`src/rtl/uart_tx_feeder_if.sv`:
```
// rtl/uart_tx_feeder_if.sv - Host write port and transmitter launch port of uart_tx_feeder
interface uart_tx_feeder_if #(
  parameter int DATA_WIDTH = 8,
  parameter int DEPTH      = 8
);
  logic [DATA_WIDTH-1:0]  wr_data;
  logic                   wr_en;
  logic                   full;
  logic                   empty;
  logic [$clog2(DEPTH):0] level;
  logic                   overflow;
  logic [DATA_WIDTH-1:0]  P_DATA;
  logic                   Data_valid;
  logic                   busy;

  modport master (
    output wr_data, wr_en, busy,
    input  full, empty, level, overflow, P_DATA, Data_valid
  );

  modport slave (
    input  wr_data, wr_en, busy,
    output full, empty, level, overflow, P_DATA, Data_valid
  );
endinterface

```
`src/rtl/uart_tx_feeder.sv`:
```
// rtl/uart_tx_feeder.sv - Byte FIFO and one-byte-per-frame launch FSM ahead of the UART transmitter
// Inter-frame idle gap is compiled in when UART_TX_FEEDER_GAP_EN is defined.
module uart_tx_feeder #(
  parameter int DATA_WIDTH = 8,
  parameter int DEPTH      = 8,
  parameter int GAP_CYCLES = 4
) (
  input  logic            CLK,
  input  logic            RST,
  uart_tx_feeder_if.slave bus
);
  localparam int AW = $clog2(DEPTH);
  localparam int LW = AW + 1;

  typedef enum logic [2:0] {
    IDLE,
    LAUNCH,
    WAIT_HI,
    WAIT_LO
`ifdef UART_TX_FEEDER_GAP_EN
    , GAP
`endif
  } state_t;

  logic [DATA_WIDTH-1:0] mem [DEPTH];
  logic [AW-1:0]         wr_ptr;
  logic [AW-1:0]         rd_ptr;
  logic [LW-1:0]         level_q;
  logic [LW-1:0]         level_nxt;
  logic                  full_q;
  logic                  empty_q;
  logic                  overflow_q;
  logic [DATA_WIDTH-1:0] p_data_q;
  logic                  data_valid_q;
  state_t                state;
  state_t                state_nxt;
  logic                  push;
  logic                  pop;

  // full is the registered flag, so a write while full is dropped even if a pop frees a slot this cycle
  assign push = bus.wr_en && !full_q;

  always_comb begin
    level_nxt = level_q;
    if (push && !pop) begin
      level_nxt = level_q + LW'(1);
    end else if (pop && !push) begin
      level_nxt = level_q - LW'(1);
    end
  end

  always_ff @(posedge CLK) begin
    if (RST) begin
      wr_ptr     <= '0;
      rd_ptr     <= '0;
      level_q    <= '0;
      full_q     <= 1'b0;
      empty_q    <= 1'b1;
      overflow_q <= 1'b0;
    end else begin
      if (push) begin
        wr_ptr <= wr_ptr + AW'(1);
      end
      if (pop) begin
        rd_ptr <= rd_ptr + AW'(1);
      end
      level_q <= level_nxt;
      full_q  <= (level_nxt == LW'(DEPTH));
      empty_q <= (level_nxt == '0);
      if (bus.wr_en && full_q) begin
        overflow_q <= 1'b1;
      end
    end
  end

  always_ff @(posedge CLK) begin
    if (push) begin
      mem[wr_ptr] <= bus.wr_data;
    end
  end

`ifdef UART_TX_FEEDER_GAP_EN
  localparam int GW = $clog2(GAP_CYCLES + 1);
  logic [GW-1:0] gap_cnt;

  always_ff @(posedge CLK) begin
    if (RST || (state != GAP)) begin
      gap_cnt <= '0;
    end else begin
      gap_cnt <= gap_cnt + GW'(1);
    end
  end
`else
  // GAP_CYCLES only shapes the build that includes the gap state
  logic [31:0] unused_gap_cycles;
  assign unused_gap_cycles = GAP_CYCLES;
`endif

  always_ff @(posedge CLK) begin
    if (RST) begin
      state <= IDLE;
    end else begin
      state <= state_nxt;
    end
  end

  always_comb begin
    state_nxt = state;
    pop       = 1'b0;
    case (state)
      IDLE: begin
        if (!empty_q && !bus.busy) begin
          pop       = 1'b1;
          state_nxt = LAUNCH;
        end
      end
      LAUNCH:  state_nxt = WAIT_HI;
      WAIT_HI: begin
        if (bus.busy) begin
          state_nxt = WAIT_LO;
        end
      end
      WAIT_LO: begin
        if (!bus.busy) begin
`ifdef UART_TX_FEEDER_GAP_EN
          state_nxt = GAP;
`else
          state_nxt = IDLE;
`endif
        end
      end
`ifdef UART_TX_FEEDER_GAP_EN
      GAP: begin
        if (gap_cnt == GW'(GAP_CYCLES - 1)) begin
          state_nxt = IDLE;
        end
      end
`endif
      default: state_nxt = IDLE;
    endcase
  end

  // The strobe is the registered pop, so it is high exactly during the LAUNCH cycle
  always_ff @(posedge CLK) begin
    if (RST) begin
      p_data_q     <= '0;
      data_valid_q <= 1'b0;
    end else begin
      data_valid_q <= pop;
      if (pop) begin
        p_data_q <= mem[rd_ptr];
      end
    end
  end

  assign bus.full       = full_q;
  assign bus.empty      = empty_q;
  assign bus.level      = level_q;
  assign bus.overflow   = overflow_q;
  assign bus.P_DATA     = p_data_q;
  assign bus.Data_valid = data_valid_q;
endmodule

```
`src/flat_wrapper.sv`:
```
// flat-port wrapper written by rule: the top's interface ports become plain ports
module uart_tx_feeder_flat 
#(
  parameter int DATA_WIDTH = 8,
  parameter int DEPTH      = 8,
  parameter int GAP_CYCLES = 4
)
  (CLK, RST, bus_wr_data, bus_wr_en, bus_busy, bus_full, bus_empty, bus_level, bus_overflow, bus_P_DATA, bus_Data_valid);
  uart_tx_feeder_if #(.DATA_WIDTH(DATA_WIDTH), .DEPTH(DEPTH)) bus_i ();
  input  logic CLK;
  input  logic RST;
  input wire logic [$bits(bus_i.wr_data)-1:0] bus_wr_data;
  input wire logic [$bits(bus_i.wr_en)-1:0] bus_wr_en;
  input wire logic [$bits(bus_i.busy)-1:0] bus_busy;
  output wire logic [$bits(bus_i.full)-1:0] bus_full;
  output wire logic [$bits(bus_i.empty)-1:0] bus_empty;
  output wire logic [$bits(bus_i.level)-1:0] bus_level;
  output wire logic [$bits(bus_i.overflow)-1:0] bus_overflow;
  output wire logic [$bits(bus_i.P_DATA)-1:0] bus_P_DATA;
  output wire logic [$bits(bus_i.Data_valid)-1:0] bus_Data_valid;
  assign bus_i.wr_data = bus_wr_data;
  assign bus_i.wr_en = bus_wr_en;
  assign bus_i.busy = bus_busy;
  assign bus_full = bus_i.full;
  assign bus_empty = bus_i.empty;
  assign bus_level = bus_i.level;
  assign bus_overflow = bus_i.overflow;
  assign bus_P_DATA = bus_i.P_DATA;
  assign bus_Data_valid = bus_i.Data_valid;
  uart_tx_feeder #(.DATA_WIDTH(DATA_WIDTH), .DEPTH(DEPTH), .GAP_CYCLES(GAP_CYCLES)) u_core (.CLK(CLK), .RST(RST), .bus(bus_i));
endmodule
```
`config.mk`:
```
export PLATFORM = sky130hd
export DESIGN_NAME = uart_tx_feeder_flat
export DESIGN_NICKNAME = d
export VERILOG_FILES = /design/src/rtl/uart_tx_feeder_if.sv /design/src/rtl/uart_tx_feeder.sv /design/src/flat_wrapper.sv
export SDC_FILE = /design/constraint.sdc
export NUM_CORES = 1
export LEC_CHECK = 0
export ABC_AREA = 1
export CORE_ASPECT_RATIO = 1.25
export CORE_MARGIN = 1.5
export CORE_UTILIZATION = 25
export CTS_BUF_LIST = sky130_fd_sc_hd__clkbuf_16
export CTS_CLUSTER_SIZE = 24
export DETAILED_ROUTE_END_ITERATION = 12
export HOLD_SLACK_MARGIN = 0.1
export PLACE_DENSITY_LB_ADDON = 0.08
export REMOVE_ABC_BUFFERS = 1
export SETUP_SLACK_MARGIN = 0.3
export SYNTH_ARGS = -nofsm -noshare
export SYNTH_HDL_FRONTEND = slang
export SYNTH_SLANG_ARGS = --single-unit
```
`constraint.sdc`:
```
create_clock -name CLK -period 2.3 [get_ports CLK]
set_clock_uncertainty 0.2 [all_clocks]
set_input_delay 0.23 -clock CLK [delete_from_list [all_inputs] [get_ports CLK]]
set_output_delay 0.23 -clock CLK [all_outputs]
set_load 0.05 [all_outputs]
```
## Word-level counts from Yosys, hierarchy flattened

Memories as Yosys holds them, arrays and structs flattened. A register that Yosys moved wholly into a read port is not among the register bits.
Index checks and enable logic that the tools add are counted.

- Bits in registers: 17
- Bits in writable memories: 64
- Input port bits: 12
- Output and inout port bits: 16
- Logic and storage cells: 43
- Memories kept: 1

Memory list:

| memory | words | width | rd ports | clocked after memory_dff | wr ports | line | text |
|---|---|---|---|---|---|---|---|
| u_core.mem | 8 | 8 | 1 | 1 | 1 | uart_tx_feeder.sv:25 | `logic [DATA_WIDTH-1:0] mem [DEPTH];` |

- Add/sub/neg operators: 4
- Equal/unequal tests: 7
- Muxes and demuxes: 10
- Reductions and logical operators: 13

Operator list:

| kind | number |
|---|---|
| 3-bit case mux with 4 select lines | 1 |
| 3-bit two-way mux | 3 |
| 4-bit two-way mux | 2 |
| 3-bit by 1-bit adder with 3-bit output, second input constant | 2 |
| 3-bit by 2-bit equality test with 1-bit output, second input constant | 2 |
| 1-bit logical AND | 5 |
| 1-bit logical NOT | 5 |
| 4-bit by 1-bit adder with 4-bit output, second input constant | 1 |
| 4-bit equality test, second input constant | 1 |
| 4-bit logical NOT | 1 |
| 1-bit two-way mux | 4 |
| 2-bit != test, second input constant | 2 |
| 4-bit by 1-bit subtractor with 4-bit output, second input constant | 1 |
| 3-bit by 1-bit equality test with 1-bit output, second input constant | 1 |
| 3-bit logical NOT | 1 |
| 3-bit AND reduction | 1 |
| 2-bit by 1-bit != test with 1-bit output, second input constant | 1 |

## Longest topological paths before layout

- Depth after elaboration: 8
- Gate-level depth with buffers: 10
- Gate-level depth less buffers: 10

## Worst setup path after synthesis

OpenSTA, ideal clock, no wires.

- Path kind: register to register
- From: register u_core.full_q, in the netlist u_core.bus.full
- To: memory u_core.mem[0][0], enable pin
- Library setup time: 0.370 ns
- Arrival time: 1.285 ns
- Required time: 1.730 ns
- Setup slack: 0.445 ns
- Cell stages (with the launch flop): 6
- Path buffers: 0
- Clock period less this slack: 1.855 ns
- Cells stage by stage: dfxtp_1 -> inv_1 -> nand2_2 -> inv_2 -> nand2_1 -> nor2_1

- Word-level cells in the longest chain between the ends: 4

RTL lines:

| what | line | text |
|---|---|---|
| start, declared | uart_tx_feeder.sv:30 | `logic full_q;` |
| start signal, assigned | uart_tx_feeder.sv:68 | `full_q <= (level_nxt == LW'(DEPTH));` |
| 1-bit logical NOT | uart_tx_feeder.sv:41 | `assign push = bus.wr_en && !full_q;` |
| 1-bit logical AND | uart_tx_feeder.sv:41 |  |
| 1-bit two-way mux | uart_tx_feeder.sv:77 | `if (push) begin` |
| 1-bit two-way mux (implied by the code) | uart_tx_feeder.sv:78 | `mem[wr_ptr] <= bus.wr_data;` |
| end, declared | uart_tx_feeder.sv:25 |  |

Every way passes these cells.

## Final worst setup path

- From: register u_core.p_data_q[5], in the netlist u_core.bus.P_DATA[5], read port of u_core.mem
- To: output bus_P_DATA[5]

RTL lines:

| what | line | text |
|---|---|---|
| start, declared | uart_tx_feeder.sv:33 | `logic [DATA_WIDTH-1:0] p_data_q;` |
| end, declared | flat_wrapper.sv:19 | `output wire logic [$bits(bus_i.P_DATA)-1:0] bus_P_DATA;` |

No word-level cell between the ends.

==> impl_metrics.toml <==
[cts]
cts_tree = "yes"
clock_sinks = 88
htreeDepth = 3
cts_setup_buffers = 0
clkTransAtPathRegs_ns = 0.06
clockBufferDepth = 2
cts_buffers = 9
cts_root_buf = "clkbuf_16"
clk_latency_ns = 0.35

[worst_setup_path]
rrSetupSlack_ns = 0.57
crit_buf_inv = 1
critPathMaxStageDelay_ns = 0.82
worstSetupPathType = "reg2out"
rr_worst_depth = 9
worst-path-stages = 1
worstPathCellList = "clkdlybuf4s50_1"
start_kind = "flip-flop"
critPathCaptureType = "primary output"
critPathTopFamily = "buffers and inverters"
cp_data_arrival_time_ns = 1.49
crit_required_ns = 1.87
crit_fanout = 2
slowest_stage = "clkdlybuf4s50_1"
reg2reg_to = "u_core.bus.empty"
r2r_start = "u_core.state[0]"

[yosys]
avgSynthCellArea_um2 = 10.9
synth_edf_count = 64
synth_common_cells = "nor2_1 (67), edfxtp_1 (64), nand2_1 (34)"
synthArstFlopShare_pct = 0
syn_area_um2 = 3610
synth_top_area_cell = "edfxtp_1"
synthCells = 330
synth_cell_types = 24
ys_seq_area_share_pct = 66.6
yosys.area.top_type_share_pct = 53.3
synth_area_leaders = "edfxtp_1 (53%), dfxtp_1 (13%), nor2_1 (7.0%)"
ys.flop_type = "edfxtp_1"
yosys_register_bits = 88
synth-warning-count = 0
synth_most_common_cell = "nor2_1"

[timing]
worstMarginPinSlew_ns = 0.600
relSlewSlack_pct = 59.9
slew_viol_final = 0
rsz0062_at_grt = "no"
max_freq_ghz = 0.521
finalSetupViolations = 0
hold_viol_final = 0
layout_min_cycle_time_ns = 1.92
finalSetupTns_ns = 0
post-route-period-util_pct = 83.5

[layout]
syn_to_final_growth_pct = 21.5
antenna_cells = 0
layout.nets = 391
fin_cells = 551
drive_gt1_share_pct = 9.31
nFillCells = 1488

[drt]
highest_layer = "met4"
wl_per_cell_um = 17.1
wl_met3_um = 301
vias = 2489
totalWireLength_um = 9430
first_pass_iters = 6
wl_met2_um = 4660
wirelength_met1_um = 4310
drt_iter0_markers = 106
drc = 0
ant_nets = 0
drt-vias-per-instance = 4.52

[global_route]
first_global_vias = 2501
grt_max_degree = 35
grt_overflow = 0
grt_first_pass_wirelength_um = 14700
antenna_found_initial = 0
grt_usage_pct = 13.5

[power]
p_leak_uw = 0.00163
p_clk_share_pct = 31.2
ir_worst_vdd_uv = 374
power_frac_comb_pct = 24.4
seq_power_share_pct = 44.4
total_power_uw = 4240
power.switching_uw = 1390
intPower_uw = 2850
power.density_nw_per_um2 = 968
switching_share_pct = 32.7

[floorplan]
fp.dieH_um = 137
die_area_um2 = 15200
row_count = 48
core_um2 = 13900
initial_core_util_pct = 25.9
io_pins = 28
die_x_um = 110

[run]
max_cap_violations = 0

[placed_design]
gp_congestion = 0.705
port_buffers = 27
placed_cells = 536
place_hpwl_um = 5770

[hold_path]
hold_start = "u_core.bus.P_DATA[6]"
holdPathEnd = "u_core.bus.P_DATA[6]"
min_path_cells = 2
hold_path.class = "reg2reg"

[run_status]
status = "finished clean"
## state kept, by name, indices dropped and copies added, names as in the netlist
signal / cells
u_core.bus.empty: 1
u_core.bus.full: 1
u_core.rd_ptr: 3
u_core.bus.level: 4
u_core.state: 2
u_core.mem: 64
u_core.bus.P_DATA: 8
u_core.bus.overflow: 1
u_core.wr_ptr: 3
u_core.bus.Data_valid: 1
## worst max-delay path by stage
stage / endpoint / start
6_report: bus_P_DATA[5] / u_core.bus.P_DATA[5]
3_5_place_dp: u_core.mem[2][1] / bus_wr_en
5_1_grt: bus_P_DATA[5] / u_core.bus.P_DATA[5]
3_3_place_gp: u_core.mem[0][1] / bus_wr_en
2_1_floorplan: u_core.bus.P_DATA[1] / u_core.rd_ptr[0]
4_1_cts: bus_P_DATA[0] / u_core.bus.P_DATA[0]
## kinds of logic after synthesis
logic type | after synthesis | synth area share [%]
AND/OR/NAND/NOR | 127 | 14.4
buffers and inverters | 34 | 4.82
flip-flops | 88 | 66.6
AO/OA/AOI/OAI | 73 | 11.5
adder cells (fa/ha/maj) | 7 | 2.43
XOR/XNOR | 1 | 0.243
## worst reg2reg max path: stages, from the launching register on
cell and delay (ns):
dfxtp_1 0.35, inv_1 0.07, ha_1 0.24, nand2_2 0.22, nand2_2 0.13, nand3_1 0.11
nand2_1 0.06, nor2_1 0.10, nand2_1 0.09, o21bai_2 0.11
## layout make-up
type | count | area (um^2) | share of cell area (%)
clock buffer | 9 | 225 | 5.14
clock inverter | 6 | 28.8 | 0.657
inverter | 22 | 82.6 | 1.88
multi-input combinational | 208 | 1030 | 23.5
sequential | 88 | 2400 | 54.8
tap | 175 | 219 | 5.00
timing repair buffer | 43 | 394 | 8.99
## power groups by stage
| stage | registers (uW) | clock network, uW | logic (uW) |
|---|---|---|---|
| 6_report | 1880 | 1320 | 1030 |
| 5_1_grt | 1900 | 1430 | 1170 |
| 4_1_cts | 1890 | 1370 | 1060 |
| 3_5_place_dp | 1920 | 0 | 1080 |
| 3_3_place_gp | 1920 | 0 | 1080 |
| 2_1_floorplan | 2130 | 0 | 473 |
## metal layers
metal	GRT usage, %	vias to the layer above
li1	-	1226
met1	16.5	1211
met2	22.5	41
met3	3.21	11
met4	6.84	0
met5	0	-
## repair_timing
action / 4_1_cts / 5_1_grt
resized for setup: 5 / 4
gates cloned: 0 / 0
setup endpoints to repair: 5 / 4
hold endpoints to repair: 0 / 0
hold buffers: 0 / 0
## through the flow
step	cell area (um^2)	hold WS [ns]	setup WS, ns	util, %
after detailed placement	4120	0.257	0.311	29.6
final	4380	0.265	0.379	31.4
after global placement	4120	0.257	0.336	29.6
after CTS	4370	0.266	0.302	31.4
after floorplan	3510	0.0991	0.387	-
after global routing	4380	0.291	0.311	31.4
## cells in the final DEF, fill, tap and decap left out, types with 3 or more instances in the layout
master,n
clkinv_1,4
dfxtp_1,24
nand2_2,3
o21ai_1,19
nand3_1,19
clkdlybuf4s50_1,18
dlymetal6s2s_1,4
clkbuf_16,9
nor2_1,67
buf_4,16
edfxtp_1,64
dlygate4sd2_1,5
nand2_1,34
ha_1,7
o21ai_0,20
inv_1,19
a21oi_1,16
o211ai_1,16
No activity file was read; power rests on OpenSTA's default activity.
